File: src/rtl/gpio_pkg.sv
// Shared definitions for the GPIO interrupt controller: register offsets,
// pin limit and the bus address decoder.
package gpio_pkg;

  localparam int GPIO_MAX_PINS = 32;

  localparam logic [7:0] GPIO_IRQ_STATE = 8'h00;
  localparam logic [7:0] GPIO_IRQ_RISE  = 8'h04;
  localparam logic [7:0] GPIO_IRQ_FALL  = 8'h08;
  localparam logic [7:0] GPIO_IRQ_PEND  = 8'h0C;
  localparam logic [7:0] GPIO_IRQ_DEB   = 8'h10;

  typedef enum logic [2:0] {
    REG_STATE,
    REG_RISE,
    REG_FALL,
    REG_PEND,
    REG_DEB,
    REG_NONE
  } gpio_reg_e;

  function automatic gpio_reg_e decode_addr(input logic [7:0] addr);
    case (addr)
      GPIO_IRQ_STATE: decode_addr = REG_STATE;
      GPIO_IRQ_RISE:  decode_addr = REG_RISE;
      GPIO_IRQ_FALL:  decode_addr = REG_FALL;
      GPIO_IRQ_PEND:  decode_addr = REG_PEND;
      GPIO_IRQ_DEB:   decode_addr = REG_DEB;
      default:        decode_addr = REG_NONE;
    endcase
  endfunction

endpackage

File: src/rtl/slave_bus_if.sv
// Simple single-cycle memory-mapped bus shared by the platform peripherals.
interface slave_bus_if;
  logic        ss;
  logic        we;
  logic [7:0]  addr;
  logic [31:0] wdata;
  logic [31:0] rdata;
  logic        bdone;

  modport slave  (input ss, we, addr, wdata, output rdata, bdone);
  modport master (output ss, we, addr, wdata, input rdata, bdone);
endinterface

File: src/rtl/gpio_debounce_bit.sv
// One pin's synchroniser, debounce counter and debounced level flop.
module gpio_debounce_bit #(
  parameter int CNT_W       = 16,
  parameter int SYNC_STAGES = 2
) (
  input  logic             clk,
  input  logic             rst_n,
  input  logic             din,
  input  logic [CNT_W-1:0] deb,
  input  logic             deb_wr,
  output logic             stable
);

  logic [SYNC_STAGES-1:0] sync_q;
  logic [CNT_W-1:0]       cnt;
  logic                   sync_in;

  assign sync_in = sync_q[SYNC_STAGES-1];

  always_ff @(posedge clk or negedge rst_n) begin
    if (!rst_n) begin
      sync_q <= '0;
      cnt    <= '0;
      stable <= 1'b0;
    end else begin
      sync_q <= {sync_q[SYNC_STAGES-2:0], din};
      // A new threshold restarts every count but keeps the current level.
      if (deb_wr) begin
        cnt <= '0;
      end else if (sync_in == stable) begin
        cnt <= '0;
      end else if (cnt == deb) begin
        stable <= sync_in;
        cnt    <= '0;
      end else begin
        cnt <= cnt + 1'b1;
      end
    end
  end

endmodule

File: src/rtl/gpio_irq_ctrl.sv
// GPIO input interrupt controller: debounced pin levels, edge detection,
// W1C pending register and a level interrupt on the slave bus.
module gpio_irq_ctrl #(
  parameter int N_PINS      = 8,
  parameter int CNT_W       = 16,
  parameter int SYNC_STAGES = 2
) (
  input  logic              clk,
  input  logic              rst_n,
  slave_bus_if.slave        bus,
  input  logic [N_PINS-1:0] pins_in,
  output logic              irq
);
  import gpio_pkg::*;

  gpio_reg_e         sel;
  logic              wr;
  logic              deb_wr;
  logic [N_PINS-1:0] stable;
  logic [N_PINS-1:0] stable_q;
  logic [N_PINS-1:0] rise_en;
  logic [N_PINS-1:0] fall_en;
  logic [N_PINS-1:0] pending;
  logic [N_PINS-1:0] pending_next;
  logic [N_PINS-1:0] rise;
  logic [N_PINS-1:0] fall;
  logic [N_PINS-1:0] clr;
  logic [CNT_W-1:0]  deb;
  logic [31:0]       rdata;
  logic              unused_wdata;

  assign sel          = decode_addr(bus.addr);
  assign wr           = bus.ss && bus.we;
  assign deb_wr       = wr && (sel == REG_DEB);
  assign unused_wdata = ^bus.wdata;

  for (genvar i = 0; i < N_PINS; i++) begin : g_pin
    gpio_debounce_bit #(
      .CNT_W       (CNT_W),
      .SYNC_STAGES (SYNC_STAGES)
    ) u_deb (
      .clk    (clk),
      .rst_n  (rst_n),
      .din    (pins_in[i]),
      .deb    (deb),
      .deb_wr (deb_wr),
      .stable (stable[i])
    );
  end

  assign rise = stable & ~stable_q;
  assign fall = ~stable & stable_q;
  assign clr  = (wr && (sel == REG_PEND)) ? bus.wdata[N_PINS-1:0] : '0;

  // Newly detected edges are ORed in after the clear so a set always wins.
  assign pending_next = (pending & ~clr) | (rise & rise_en) | (fall & fall_en);

  always_ff @(posedge clk or negedge rst_n) begin
    if (!rst_n) begin
      stable_q <= '0;
      pending  <= '0;
      irq      <= 1'b0;
      rise_en  <= '0;
      fall_en  <= '0;
      deb      <= '0;
    end else begin
      stable_q <= stable;
      pending  <= pending_next;
      irq      <= |pending_next;
      if (wr) begin
        case (sel)
          REG_RISE: rise_en <= bus.wdata[N_PINS-1:0];
          REG_FALL: fall_en <= bus.wdata[N_PINS-1:0];
          REG_DEB:  deb     <= bus.wdata[CNT_W-1:0];
          default:  ;
        endcase
      end
    end
  end

  always_comb begin
    rdata = '0;
    case (sel)
      REG_STATE: rdata[N_PINS-1:0] = stable;
      REG_RISE:  rdata[N_PINS-1:0] = rise_en;
      REG_FALL:  rdata[N_PINS-1:0] = fall_en;
      REG_PEND:  rdata[N_PINS-1:0] = pending;
      REG_DEB:   rdata[CNT_W-1:0]  = deb;
      default:   rdata = '0;
    endcase
  end

  assign bus.rdata = rdata;
  assign bus.bdone = 1'b1;

endmodule

File: src/flat_wrapper.sv
// flat-port wrapper written by rule: the top's interface ports become plain ports
module gpio_irq_ctrl_flat import gpio_pkg::*;
#(
  parameter int N_PINS      = 8,
  parameter int CNT_W       = 16,
  parameter int SYNC_STAGES = 2
)
  (clk, rst_n, pins_in, irq, bus_ss, bus_we, bus_addr, bus_wdata, bus_rdata, bus_bdone);
  slave_bus_if bus_i ();
  input  logic clk;
  input  logic rst_n;
  input  logic [N_PINS-1:0] pins_in;
  output logic irq;
  input wire logic [$bits(bus_i.ss)-1:0] bus_ss;
  input wire logic [$bits(bus_i.we)-1:0] bus_we;
  input wire logic [$bits(bus_i.addr)-1:0] bus_addr;
  input wire logic [$bits(bus_i.wdata)-1:0] bus_wdata;
  output wire logic [$bits(bus_i.rdata)-1:0] bus_rdata;
  output wire logic [$bits(bus_i.bdone)-1:0] bus_bdone;
  assign bus_i.ss = bus_ss;
  assign bus_i.we = bus_we;
  assign bus_i.addr = bus_addr;
  assign bus_i.wdata = bus_wdata;
  assign bus_rdata = bus_i.rdata;
  assign bus_bdone = bus_i.bdone;
  gpio_irq_ctrl #(.N_PINS(N_PINS), .CNT_W(CNT_W), .SYNC_STAGES(SYNC_STAGES)) u_core (.clk(clk), .rst_n(rst_n), .bus(bus_i), .pins_in(pins_in), .irq(irq));
endmodule
File: config.mk
export PLATFORM = sky130hd
export DESIGN_NAME = gpio_irq_ctrl_flat
export DESIGN_NICKNAME = d
export VERILOG_FILES = /design/src/rtl/gpio_pkg.sv /design/src/rtl/slave_bus_if.sv /design/src/rtl/gpio_debounce_bit.sv /design/src/rtl/gpio_irq_ctrl.sv /design/src/flat_wrapper.sv
export SDC_FILE = /design/constraint.sdc
export NUM_CORES = 1
export LEC_CHECK = 0
export CORE_UTILIZATION = 45
export DETAILED_ROUTE_END_ITERATION = 10
export PLACE_DENSITY_LB_ADDON = 0.05
export SKIP_CTS_REPAIR_TIMING = 1
export SYNTH_ARGS = -nofsm -noshare
export SYNTH_HDL_FRONTEND = slang
export SYNTH_SLANG_ARGS = --single-unit
File: constraint.sdc
create_clock -name clk -period 2.55 [get_ports clk]
set_input_delay 0.51 -clock clk [delete_from_list [all_inputs] [get_ports clk]]
set_output_delay 0.51 -clock clk [all_outputs]
set_load 0.03 [all_outputs]
==> results of run 1 <==
## synth_stat cells (2+ instances only)
library cell    n
dfrtp_1       201
xnor2_1       199
nor2_1        151
nand2_1        92
nand4_1        49
xor2_1         49
nand3_1        41
buf_4          25
mux2_2         24
inv_1          22
nor3_1         22
and2_1         21
buf_2          18
and3_1         15
nor4_1         15
and4_1          9
a21o_1          8
a222oi_1        8
a22oi_1         8
ha_1            8
mux2_4          8
nand3b_1        8
o21ai_0         8
or3_1           8
buf_6           6
clkbuf_2        5
clkbuf_1        4
conb_1          2
nand2b_1        2
nor4b_4         2
or4_1           2
## metal layers
layer	vias up	track usage (%)	routed length (um)
met5	-	0	0
met4	0	7.796	766
met3	45	3.389	1210
met2	170	35.43	11720
met1	3660	32.99	12820
li1	3682	-	-
## stage by stage
stage,setup TNS [ns],utilization [%]
2_1_floorplan,-0.2254,-
3_3_place_gp,-73.22,51.96
3_5_place_dp,-76.39,51.96
4_1_cts,-8.019,55.79
5_1_grt,-3.442,56.30
6_report,-2.699,56.30
## power by group through the flow
stage | Combinational (mW) | Clock [mW] | Sequential [mW]
after detailed placement | 1.75 | 0 | 3.89
after global placement | 1.75 | 0 | 3.89
after floorplan | 1.15 | 0 | 3.78
after CTS | 1.76 | 3.84 | 3.83
final | 1.73 | 3.76 | 3.84
after global routing | 1.93 | 3.96 | 3.89
## cells in the final DEF (no fill, tap or decap), types with 24 or more instances in the layout
cell             synthesis  routed
nand4_1                 49      49
buf_4                   25      56
mux2_2                  24      24
xor2_1                  49      49
nor2_1                 151     151
dfrtp_1                201     201
nand3_1                 41      41
nand2_1                 92      84
clkbuf_16                0      26
xnor2_1                199     199
clkdlybuf4s50_1          0      29
## layout make-up
class,count,area (um^2),area share (%)
multi-input combinational,781,5223,40.48
sequential,201,5030,38.99
timing repair buffer,124,1296,10.05
clock buffer,30,674.4,5.227
tap,313,391.6,3.036
clock inverter,14,203.9,1.581
inverter,22,82.58,0.6401
## logic make-up (layout without fill, tap and decap cells)
| kind of cell | count (synthesis) | in the layout | synth area share (%) |
|---|---|---|---|
| muxes | 32 | 32 | 3.677 |
| AOI/OAI and AO/OA | 33 | 33 | 2.345 |
| buffers and inverters | 80 | 190 | 4.408 |
| and+or+nand+nor | 443 | 443 | 20.72 |
| adders and majority gates | 8 | 8 | 0.9429 |
| xor gates and xnor gates | 248 | 248 | 20.46 |
| other | 2 | 17 | 0.07074 |
| DFF | 201 | 201 | 47.38 |
## sequential cells by signal (all words and copies together), names as in the netlist
signal,count
u_core.irq,1
u_core.stable_q,8
u_core.g_pin.u_deb.cnt,128
u_core.pending,8
u_core.g_pin.u_deb.sync_q,16
u_core.g_pin.u_deb.stable,8
u_core.rise_en,8
u_core.deb,16
u_core.fall_en,8
## worst paths after layout
kind                                                    to                             from  cells after the start
hold reg to reg            u_core.g_pin[7].u_deb.sync_q[1]  u_core.g_pin[7].u_deb.sync_q[0]                      0
min in group asynchronous  u_core.g_pin[0].u_deb.sync_q[0]                            rst_n                      2
max in group asynchronous    u_core.g_pin[6].u_deb.cnt[14]                            rst_n                      3
setup / recovery                             bus_rdata[15]                      bus_addr[6]                      9
hold / removal             u_core.g_pin[7].u_deb.sync_q[1]  u_core.g_pin[7].u_deb.sync_q[0]                      0
setup reg to reg             u_core.g_pin[2].u_deb.cnt[11]                    u_core.deb[9]                      6
==> results.cfg, run 1 <==
[run]
cap_violations = 0

[synthesis]
synth.distinct_cells = 38
synthArstFlopShare_pct = 100.0
syn_area_um2 = 10620
synth_top_area_share_pct = 47.38
synth_area_leaders = dfrtp_1 (47%), xnor2_1 (16%), nor2_1 (5.3%), xor2_1 (4.0%), nand2_1 (3.3%)
synth_top_cell_by_area = dfrtp_1
ys_seq_area_share_pct = 47.38
yosysWarnings = 0
synthFlopType = dfrtp_1
synth_area_per_cell_um2 = 10.14
synth_edf_count = 0
synth-seq-cells = 201
synth_cells = 1047

[placed_design]
gp_congestion = 0.8255
port_buffers = 52
placed_cell_area_um2 = 11910
pre_cts_slack_ns = -0.5102
place_inst = 1438
hpwl_um = 17980

[critical_path]
arrival_ns = 2.23
cp_max_fo = 5
worstPathCellList = buf_6 > or4_4 > buf_6 > nor4_4 > buf_4 > buf_12 > buf_12 > and2_4 > buf_6
crit_slowest_cell = or4_4
timing_worst_setup_path_type = in2out
r2r_slack_ns = 0.28
required_ns = 2.04
slowest_delay_ns = 0.54
start_kind = input pin
cp-end-kind = primary output
cp_common_cell = buf_6
crit_family = simple AND/OR/NAND/NOR gates
cp_num_buf_inv = 6

[clock_network]
clk_pin_slew_ns = 0.06
cts_buffer_depth = 3
clock_latency_ns = 0.52
cts-root-buf = clkbuf_16
cts_tree = yes
htreeDepth = 1
cts_sinks = 201
cts_buffers = 24

[detailed_routing]
routed_via_density = 5.089
vias = 7557
drt-total-wl_um = 26510
ant_nets = 0
wl_per_cell_um = 17.85
drt_iter0_drc = 439
dr.pass1.iters = 7
drc = 0

[finish]
drive_gt1_share_pct = 16.30
diodes = 0
instances_no_fill = 1485
area_growth_pct = 21.52
n_fill_cell = 2044
final_net_count = 1214
final_area_um2 = 12900

[hold_path]
hp-class = reg2reg

[sta]
setup_ws_ns = -0.1937
hold_violations = 0
setup_violations = 16
fin_skew_ns = 0.01151
worst_slew_margin_rel_pct = 43.00
drv_slew = 0
fmax_mhz = 364.5
min_period_ns = 2.744
whs_ns = 0.3486
rsz0062_at_grt = true
post-route-period-util_pct = 107.6
tightest_slew_ns = 0.8550

[global_route]
grt_overflow = 0
grt_max_degree = 57
grt_pass1_vias = 7525
grt_pass1_wl_um = 42620
track_usage_pct = 22.95
antenna_found_initial = 0

[power_and_ir_drop]
p_per_area_nw_per_um2 = 723.2
p_sw_share_pct = 28.12
pwr-share-seq_pct = 41.2
peakVddDrop_uv = 516.5
power_frac_clock_pct = 40.3
total_leakage_power_nw = 5.368
power.internal_mw = 6.706
totalPowerFinal_mw = 9.330
switchingPower_mw = 2.624
comb_power_share_pct = 18.5

[die]
initial_utilization_pct = 46.33
dieArea_um2 = 24210
row_count = 55
die_w_um = 155.6
ioPinCount = 86
die_y_um = 155.6
core-area_um2 = 22920

[status]
status = finished, violations left
violations = setup timing
Note: power is estimated with default switching activity, not from simulation.
==> inputs of run 2 (changes only) <==
Settings changed: CORE_MARGIN set to 3.
==> results.cfg, run 2 (synthesis gave the netlist of run 1 again) <==
[sta]
fmax_mhz = 356.7
min_period_ns = 2.803
post-route-period-util_pct = 109.9
whs_ns = 0.3466
fin_skew_ns = 0.02019
setup_violations = 16
drv_slew = 0
setup_ws_ns = -0.2531
rsz0062_at_grt = true
worst_slew_margin_rel_pct = 42.46
finalSetupTns_ns = -2.892
tightest_slew_ns = 0.8631
hold_violations = 0

[finish]
largest_register_ffs = 128
mostFrequentLayoutCell = dfrtp_1
area_growth_pct = 20.68
drive_gt1_share_pct = 15.13
final_cell_mix = dfrtp_1 (201), xnor2_1 (199), nor2_1 (151)
final_area_um2 = 12810
diodes = 0
n_fill_cell = 2031
instances_no_fill = 1476
final_net_count = 1206
largestRegisters = u_core.g_pin.u_deb.cnt (128), u_core.deb (16), u_core.g_pin.u_deb.sync_q (16)
top_register = u_core.g_pin.u_deb.cnt

[power_and_ir_drop]
power_frac_clock_pct = 39.8
total_leakage_power_nw = 5.311
p_per_area_nw_per_um2 = 724.3
comb_power_share_pct = 18.9
totalPowerFinal_mw = 9.280
peakVddDrop_uv = 492.5
power.internal_mw = 6.694
pwr-share-seq_pct = 41.2
p_sw_share_pct = 27.87
switchingPower_mw = 2.587

[critical_path]
r2r-start = u_core.deb[9]
cp_common_cell = buf_6
crit_slowest_cell = or4_4
arrival_ns = 2.29
r2r_end = u_core.g_pin[4].u_deb.cnt[11]
worstPathCellList = buf_6 > or4_4 > or3_4 > nor3b_4 > buf_6 > a222oi_1 > nand2_2 > buf_6
start_kind = input pin
timing_worst_setup_path_type = in2out
required_ns = 2.04
r2r_cells = 6
slowest_delay_ns = 0.53
cp-end-kind = primary output
cp_num_buf_inv = 3
r2r_slack_ns = 0.31
crit_family = simple AND/OR/NAND/NOR gates
cp_max_fo = 4

[placed_design]
placed_cell_area_um2 = 11840
gp_congestion = 0.8175
port_buffers = 52
hpwl_um = 17700
place_inst = 1431

[die]
row_count = 55
dieArea_um2 = 25470
die_w_um = 159.6
core-area_um2 = 22920
ioPinCount = 86
initial_utilization_pct = 46.33
die_y_um = 159.6

[global_route]
grt_pass1_wl_um = 42300
grt_max_degree = 64
antenna_found_initial = 0
grt_pass1_vias = 7428
track_usage_pct = 20.67
grt_overflow = 0

[detailed_routing]
drc = 0
vias = 7531
drt-total-wl_um = 26490
drt_iter0_drc = 525
routed_via_density = 5.102
ant_nets = 0
wl_per_cell_um = 17.95
dr.pass1.iters = 6

[hold_path]
hold_depth = 0
hp-class = reg2reg
holdPathEnd = u_core.g_pin[5].u_deb.sync_q[1]
worstHoldStart = u_core.g_pin[5].u_deb.sync_q[0]

[clock_network]
cts_buffers = 23
cts_sinks = 201
cts-root-buf = clkbuf_16
htreeDepth = 1
clk_pin_slew_ns = 0.06
clock_latency_ns = 0.51
cts_buffer_depth = 3
cts_tree = yes

[run]
cap_violations = 0

[status]
violations = setup timing
status = finished, violations left
run 2: changes by cell type in the layout (fill, tap and decap cells not counted), sizes merged:
cell,before,now
inv,22,23
buf,87,80
clkbuf,34,35
clkinvlp,2,0
clkdlybuf4s50,29,30
dlymetal6s2s,3,2
clkinv,7,5
run 2: layout make-up:
| class | count | area (um^2) | area share (%) |
|---|---|---|---|
| Clock buffer | 31 | 675.6 | 5.273 |
| Clock inverter | 11 | 183.9 | 1.436 |
| Inverter | 22 | 82.58 | 0.6445 |
| Multi-Input combinational cell | 781 | 5205 | 40.62 |
| Sequential cell | 201 | 5030 | 39.26 |
| Tap cell | 313 | 391.6 | 3.057 |
| Timing Repair Buffer | 117 | 1244 | 9.707 |
run 2: power by group through the flow:
stage | Clock (mW) | Sequential [mW] | Combinational (mW)
after floorplan | 0 | 3.78 | 1.15
after global placement | 0 | 3.89 | 1.77
after detailed placement | 0 | 3.88 | 1.77
after CTS | 3.79 | 3.83 | 1.78
after global routing | 3.93 | 3.88 | 1.93
final | 3.70 | 3.83 | 1.76
run 2: per-layer routing:
| metal | share of wire [%] | wire [um] | track usage, % |
|---|---|---|---|
| met1 | 50 | 13210 | 31.17 |
| met2 | 43 | 11450 | 31.01 |
| met3 | 4.2 | 1103 | 3.018 |
| met4 | 2.7 | 722 | 5.850 |
| met5 | 0 | 0 | 0 |
run 2: per-stage QoR:
stage	utilization, %	setup slack [ns]
2_1_floorplan	-	-0.02847
3_3_place_gp	51.67	-0.4936
3_5_place_dp	51.67	-0.5100
4_1_cts	55.42	-0.5200
5_1_grt	55.91	-0.3113
6_report	55.91	-0.2531
run 2: worst max-delay path by stage:
stage,startpoint,to,slack (ns),cells past startpoint
final,bus_addr[6],bus_rdata[5],-0.25,8
after global routing,bus_addr[6],bus_rdata[5],-0.31,8
after CTS,bus_addr[0],bus_rdata[7],-0.52,8
after detailed placement,bus_addr[0],bus_rdata[7],-0.51,8
after global placement,bus_addr[0],bus_rdata[7],-0.49,8
after floorplan,bus_addr[0],bus_rdata[0],-0.03,5
==> inputs of run 3 (changes only) <==
Settings changed: SYNTH_HIERARCHICAL set to 1.
==> results.cfg, run 3 <==
[finish]
mostFrequentLayoutCell = dfrtp_1
top_register = u_core/g_pin.u_deb/cnt
final_cell_mix = dfrtp_1 (201), xnor2_1 (200), nor2_1 (148)
largestRegisters = u_core/g_pin.u_deb/cnt (128), u_core/deb (16), u_core/g_pin.u_deb/sync_q (16)
instances_no_fill = 1455
area_growth_pct = 22.28
final_net_count = 1186
n_fill_cell = 2000
largest_register_ffs = 128
post-route-util_pct = 56.66
drive_gt1_share_pct = 19.00
diodes = 0

[placed_design]
place_inst = 1414
port_buffers = 52
gp_congestion = 0.8219
hpwl_um = 17700

[die]
row_count = 55
dieArea_um2 = 25480
initial_utilization_pct = 46.34
die_w_um = 159.6
die_y_um = 159.6
core-area_um2 = 22920
ioPinCount = 86

[sta]
hold_violations = 0
whs_ns = 0.005806
rsz0062_at_grt = true
setup_violations = 16
tightest_slew_ns = 0.5170
setup_ws_ns = -0.09103
worst_slew_margin_rel_pct = 64.64
drv_slew = 0
fmax_mhz = 378.6
fin_skew_ns = 0.007809
min_period_ns = 2.641
post-route-period-util_pct = 103.6

[detailed_routing]
dr.pass1.iters = 5
ant_nets = 0
wl_met1_um = 12630
routed-wl-met3_um = 1170
vias = 7392
wl_met2_um = 11840
wl_per_cell_um = 17.98
drt_iter0_drc = 514
routed_via_density = 5.080
drt-total-wl_um = 26160
top_layer = met4
drc = 0

[power_and_ir_drop]
p_sw_share_pct = 27.47
total_leakage_power_nw = 5.287
switchingPower_mw = 2.494
peakVddDrop_uv = 541.4
power.internal_mw = 6.586
comb_power_share_pct = 18.4
p_per_area_nw_per_um2 = 699.2
pwr-share-seq_pct = 41.6
power_frac_clock_pct = 40.0
totalPowerFinal_mw = 9.079

[synthesis]
synth_top_area_share_pct = 47.37
syn_area_um2 = 10620
ys_seq_area_share_pct = 47.37
synth_area_per_cell_um2 = 10.47
synth_edf_count = 0
synth_top_cell_by_area = dfrtp_1
synthArstFlopShare_pct = 100.0
yosysMostFrequentCell = dfrtp_1
yosysWarnings = 6
synth_common_cells = dfrtp_1 (201), xnor2_1 (200), nor2_1 (148)
synth.distinct_cells = 40
synth-seq-cells = 201
synthFlopType = dfrtp_1
synth_cells = 1014
synth_area_leaders = dfrtp_1 (47%), xnor2_1 (16%), nor2_1 (5.2%), xor2_1 (4.0%), nand4_1 (3.4%)

[global_route]
grt_max_degree = 64
grt_overflow = 0
grt_pass1_vias = 7345
grt_pass1_wl_um = 41870
antenna_found_initial = 0
track_usage_pct = 20.66

[critical_path]
cp-end-kind = primary output
arrival_ns = 2.13
start_kind = input pin
required_ns = 2.04
timing_worst_setup_path_type = in2out
cp_max_fo = 8

[clock_network]
cts_buffers = 23
cts_buffer_depth = 3
clk_pin_slew_ns = 0.06
cts_sinks = 201
cts_tree = yes
htreeDepth = 1
cts-root-buf = clkbuf_16
clock_latency_ns = 0.50

[status]
violations = setup timing
status = finished, violations left

[run]
cap_violations = 0

[hold_path]
hp-class = in2async
[run 3: changes by cell type after synthesis, sizes merged, moves of 6 or more]
cell / before / now
nor2: 151 / 165
and4: 9 / 1
nor3: 22 / 10
mux2: 32 / 40
nor2b: 0 / 9
nand2: 92 / 49
nand3: 41 / 48
and2: 22 / 11
nand4: 49 / 58
clkbuf: 9 / 3
[run 3: layout make-up]
| class | instances | area (um^2) | share of cell area [%] |
|---|---|---|---|
| inverters | 23 | 90.09 | 0.6938 |
| flip-flops and latches | 201 | 5030 | 38.74 |
| repair buffers | 119 | 1371 | 10.56 |
| multi-input cells | 758 | 5256 | 40.48 |
| clock buffers | 33 | 703.2 | 5.415 |
| clock inverters | 8 | 142.6 | 1.098 |
| well taps | 313 | 391.6 | 3.016 |
[run 3: power by group through the flow]
stage | Clock (mW) | Combinational [mW] | Sequential [mW]
3_3_place_gp | 0 | 1.70 | 3.83
4_1_cts | 3.72 | 1.71 | 3.78
5_1_grt | 3.88 | 1.85 | 3.82
2_1_floorplan | 0 | 1.26 | 3.74
3_5_place_dp | 0 | 1.70 | 3.84
6_report | 3.63 | 1.67 | 3.78
[run 3: per-stage QoR]
stage	area (um^2)	setup WS [ns]	TNS, ns
2_1_floorplan	10720	-0.09939	-4.987
3_3_place_gp	12030	-0.4615	-55.21
3_5_place_dp	12030	-0.4498	-59.31
4_1_cts	12870	-0.4572	-6.160
5_1_grt	12990	-0.1235	-1.413
6_report	12990	-0.09103	-0.8028
[run 3: path summary, 6_finish.rpt]
| kind | startpoint | endpoint | slack (ns) | cells after the start |
|---|---|---|---|---|
| worst max register to register | u_core/deb[6] | u_core/g_pin[0].u_deb/stable | 0.46 | 6 |
| worst min register to register | u_core/g_pin[3].u_deb/sync_q[0] | u_core/g_pin[3].u_deb/sync_q[1] | 0.34 | 0 |
| min in group clk | u_core/g_pin[3].u_deb/sync_q[0] | u_core/g_pin[3].u_deb/sync_q[1] | 0.34 | 0 |
| worst max-delay path | bus_addr[7] | bus_rdata[6] | -0.09 | 7 |
| max in group asynchronous | rst_n | u_core/g_pin[7].u_deb/cnt[11] | 1.89 | 2 |
| worst min-delay path | rst_n | u_core/g_pin[5].u_deb/cnt[12] | 0.006 | 1 |
[run 3: cell families (layout without fill, tap and decap cells)]
| logic type | count (synthesis) | in the layout | synth area share [%] |
|---|---|---|---|
| fa+ha+maj | 8 | 8 | 0.9427 |
| compound gates | 36 | 36 | 2.639 |
| flops | 201 | 201 | 47.37 |
| simple gates | 409 | 409 | 19.58 |
| mux | 40 | 40 | 4.560 |
| buf+inv | 70 | 183 | 4.383 |
| other cells | 2 | 17 | 0.07072 |
| xor+xnor | 248 | 248 | 20.45 |
[run 3: routing by layer]
metal	track usage, %	vias to the layer above
li1	-	3602
met4	4.178	0
met5	0	-
met1	30.56	3606
met3	2.750	35
met2	32.74	149
[run 3: worst max-delay path, stage by stage]
cell     delay [ns]
buf_6          0.09
or4_4          0.57
nor4_4         0.42
buf_6          0.21
a22oi_1        0.09
nand2_1        0.10
buf_6          0.13
==> RTL edit 1, RTL diff (settings of run 3) <==
`CNT_W` is set to 16 in 3 places; all go to 32.
--- a/src/rtl/gpio_debounce_bit.sv
+++ b/src/rtl/gpio_debounce_bit.sv
@@ -1,6 +1,6 @@
 // One pin's synchroniser, debounce counter and debounced level flop.
 module gpio_debounce_bit #(
-  parameter int CNT_W       = 16,
+  parameter int CNT_W       = 32,
   parameter int SYNC_STAGES = 2
 ) (
   input  logic             clk,
--- a/src/rtl/gpio_irq_ctrl.sv
+++ b/src/rtl/gpio_irq_ctrl.sv
@@ -2,7 +2,7 @@
 // W1C pending register and a level interrupt on the slave bus.
 module gpio_irq_ctrl #(
   parameter int N_PINS      = 8,
-  parameter int CNT_W       = 16,
+  parameter int CNT_W       = 32,
   parameter int SYNC_STAGES = 2
 ) (
   input  logic              clk,
--- a/src/flat_wrapper.sv
+++ b/src/flat_wrapper.sv
@@ -2,7 +2,7 @@
 module gpio_irq_ctrl_flat import gpio_pkg::*;
 #(
   parameter int N_PINS      = 8,
-  parameter int CNT_W       = 16,
+  parameter int CNT_W       = 32,
   parameter int SYNC_STAGES = 2
 )
   (clk, rst_n, pins_in, irq, bus_ss, bus_we, bus_addr, bus_wdata, bus_rdata, bus_bdone);
Formal check against the unedited RTL: not equivalent (Yosys sat finds a counterexample within 4 cycles, from zero or initial values and one cycle with rst_n low).
==> RTL edit 1 against run 3 <==
- the flow still finishes with violations (negative setup slack)
- power increased by 64%
- fmax decreased by 1.7%
- worst setup slack got worse by 46 ps
- cell area increased by 85%
- global-route usage increased by 4.3 points
- count of clock-buffer cells in the layout increased by 32
- die area increased by 84%
- sequential cell count increased by 144
- wire length increased by 120%
- first-iteration DRC count increased by 110%
- area after synthesis increased by 87%
==> RTL edit 1: results <==
group,metric,value,unit
global_route,grt_pass1_vias,15000,
critical_path,crit_path_start,"bus_addr[6]",
drt,wl_per_cell,21.1,um
finish,nMultiInputCombCells,1477,
global_route,grt_util_met1,0.355,
power_and_ir_drop,power_density,620,mW/mm^2
place,place_ws,-478,ps
power_and_ir_drop,worst_ir_drop_vdd,0.465,mV
run_status,violations,"negative setup slack",
timing,fin_ws,-137,ps
finish,nNetsFinal,2202,
critical_path,cp_max_fo,6,
global_route,grtUsageTotal,0.250,
drt,drt_iter0_markers,1071,
logic_synthesis,ys_top_cells_by_count,"dfrtp_1, xor2_1, nor2_1",
timing,setup_violations,31,
finish,buffers,230,
drt,avgViaCountPerCell,5.47,
finish,nFlopsAndLatches,345,
clocking,numCtsBuffers,42,
critical_path,critPathMaxStageDelay,550,ps
finish,final-nonclk-buf-share,0.107,
logic_synthesis,synth_area_leaders,"dfrtp_1, xor2_1, xnor2_1, nor2_1, nor4_1",
critical_path,r2r_setup_slack,110,ps
finish,clock_buffers,65,
place,place.gp.congestion,0.860,
run_status,outcome,"finished with violations",
logic_synthesis,yosysSeqAreaShare,0.434,
critical_path,rr_startpoint,"u_core/deb[8]",
critical_path,endpoint,"bus_rdata[0]",
power_and_ir_drop,p_leak,11.1,nW
==> RTL edit 1: changes by cell type after synthesis, sizes merged, moves of 24 or more <==
cell and delta:
xor2 +264, dfrtp +144, nor2 +139, nor4 +138, nor3 +38, buf +34, and2 +33, nand3 +32
and4 +31, nand4 +26, nand2 +24
==> RTL edit 1: metrics by stage <==
step | instances | hold WS, ps | instance area, sq um
after floorplan | 1967 | 214 | 19900
after global placement | 2673 | 333 | 22300
after detailed placement | 2673 | 336 | 22300
after CTS | 2750 | -156 | 23700
after global routing | 2760 | 350 | 24000
final | 2760 | 336 | 24000
==> RTL edit 1: logic make-up after synthesis <==
family	share of synthesized area
AND/OR/NAND/NOR	0.246
XOR/XNOR	0.222
flip-flops	0.434
buffers and inverters	0.0437
multiplexers	0.0317
AO/OA/AOI/OAI	0.0172
adder cells (fa/ha/maj)	0.00503
other	0.000188
==> RTL edit 2, RTL diff (flow settings as in run 3) <==
Made on the original files. Take the reset off `pending` and load it in a clocked block of its own.
--- a/src/rtl/gpio_irq_ctrl.sv
+++ b/src/rtl/gpio_irq_ctrl.sv
@@ -58,14 +58,12 @@
   always_ff @(posedge clk or negedge rst_n) begin
     if (!rst_n) begin
       stable_q <= '0;
-      pending  <= '0;
       irq      <= 1'b0;
       rise_en  <= '0;
       fall_en  <= '0;
       deb      <= '0;
     end else begin
       stable_q <= stable;
-      pending  <= pending_next;
       irq      <= |pending_next;
       if (wr) begin
         case (sel)
@@ -76,6 +74,10 @@
         endcase
       end
     end
+  end
+
+  always_ff @(posedge clk) begin
+    pending <= pending_next;
   end
 
   always_comb begin
Function: changed (Yosys sat finds a counterexample within 10 cycles, from zero or initial values and one cycle with rst_n low; the reset may be asserted at any time).
==> RTL edit 2 against run 3 <==
- the run ends with negative hold slack left
- area after synthesis down 0.38%
- cell area down 1.8%
- clock power shrank 9.6%
- critical endpoint is now bus_rdata[5]
- utilization fell by 0.86 points
- power shrank 3.3%
- wire length shrank 0.79%
- worst setup slack gained 160 ps
- sequential cell count unchanged
==> RTL edit 2: results <==
group,metric,value,unit
run_status,outcome,"finished with violations",
run_status,violations,"negative hold slack",
logic_synthesis,ys_top_cells_by_count,"xnor2_1, dfrtp_1, nor2_1",
logic_synthesis,async_flop_share,0.960,
place,placed_cells,1415,
drt,via_count,7474,
logic_synthesis,synth-xor-area-share,0.205,
critical_path,cp_max_fo,9,
global_route,grt_util_met1,0.293,
finish,finalNonFillerCells,1459,
finish,drive_gt1_frac,0.183,
logic_synthesis,synth_area_leaders,"dfrtp_1, xnor2_1, nor2_1, xor2_1, nand4_1",
logic_synthesis,syn_avg_cell_area,10.4,sq um
critical_path,reg2reg_to,"u_core/g_pin[6].u_deb/stable",
timing,holdWs,-14.4,ps
finish,nNetsFinal,1190,
clocking,clk_pin_slew,60,ps
global_route,grt_pass1_vias,7363,
critical_path,critPathMaxStageDelay,610,ps
logic_synthesis,synth_compound_area_frac,0.0265,
global_route,grtUsageMet3,0.0281,
power_and_ir_drop,p_leak,5.23,nW
global_route,grt_util_met2,0.330,
drt,route.met3.wl,842,um
min_path,hold_path_class,"input port to asynchronous set/reset pin",
drt,wl_met1,12400,um
place,dpl.hpwl,17600,um
logic_synthesis,synth_mux_area_frac,0.0458,
place,place_ws,-368,ps
critical_path,rr_startpoint,"u_core/deb[11]",
finish,fillCellCount,2052,
logic_synthesis,synth_cell_types,41,
global_route,grt_first_pass_wirelength,41500,um
power_and_ir_drop,p_sw,2.48,mW
timing,worst_slew_pin_slew,840,ps
global_route,grtUsageTotal,0.205,
drt,wl_met2,12000,um
logic_synthesis,synthAdderAreaFrac,0.00946,
timing,skew,13.7,ps
global_route,grt_start_max_net_pins,56,
finish,seq_area,0.00499,sq mm
place,place.gp.congestion,0.850,
drt,wl,26000,um
timing,final-hold-violation-count,23,
drt,drt_iter0_markers,513,
critical_path,r2r_setup_slack,310,ps
critical_path,crit_arrival,1980,ps
critical_path,cp_top_family,"simple AND/OR/NAND/NOR gates",
-- RTL edit 2: cell types whose count changed after synthesis, sizes merged --
cell | before | now
dfxtp | 0 | 8
dfrtp | 201 | 193
-- RTL edit 2: worst reg2reg max path, delay by kind of cell, from the launching register on --
family | cells | cell delay, ps
DFF | 1 | 880
and+or+nand+nor | 3 | 540
muxes | 1 | 340
xor gates and xnor gates | 1 | 200
buffers and inverters | 1 | 180
-- RTL edit 2: how the worst max path moves through the flow --
stage | start | to | slack [ps]
after global routing | bus_addr[7] | bus_rdata[5] | -0.2
after floorplan | bus_addr[0] | bus_rdata[1] | -100
after global placement | bus_addr[0] | bus_rdata[3] | -350
after CTS | bus_addr[0] | bus_rdata[7] | -370
after detailed placement | bus_addr[0] | bus_rdata[7] | -370
final | bus_addr[7] | bus_rdata[5] | 60
-- RTL edit 2: cell type report --
cell class | instances | area share
Clock buffer | 35 | 0.0550
Inverter | 23 | 0.00707
Multi-Input combinational cell | 758 | 0.410
Tap cell | 313 | 0.0307
Sequential cell | 201 | 0.391
Timing Repair Buffer | 123 | 0.101
Clock inverter | 6 | 0.00432
-- RTL edit 2: cell families after synthesis --
| logic type | after synthesis |
|---|---|
| AOI/OAI and AO/OA | 36 |
| xor gates and xnor gates | 248 |
| adders and majority gates | 8 |
| buffers and inverters | 70 |
| DFF | 201 |
| muxes | 40 |
| other | 2 |
| and+or+nand+nor | 409 |
-- RTL edit 2: power by group through the flow --
stage                     clock network [mW]  registers, mW  logic (mW)
after floorplan                            0           3.74        1.26
after global placement                     0           3.82        1.76
after detailed placement                   0           3.82        1.77
after CTS                               3.37           3.77        1.77
after global routing                    3.52           3.81        1.91
final                                   3.28           3.76        1.74
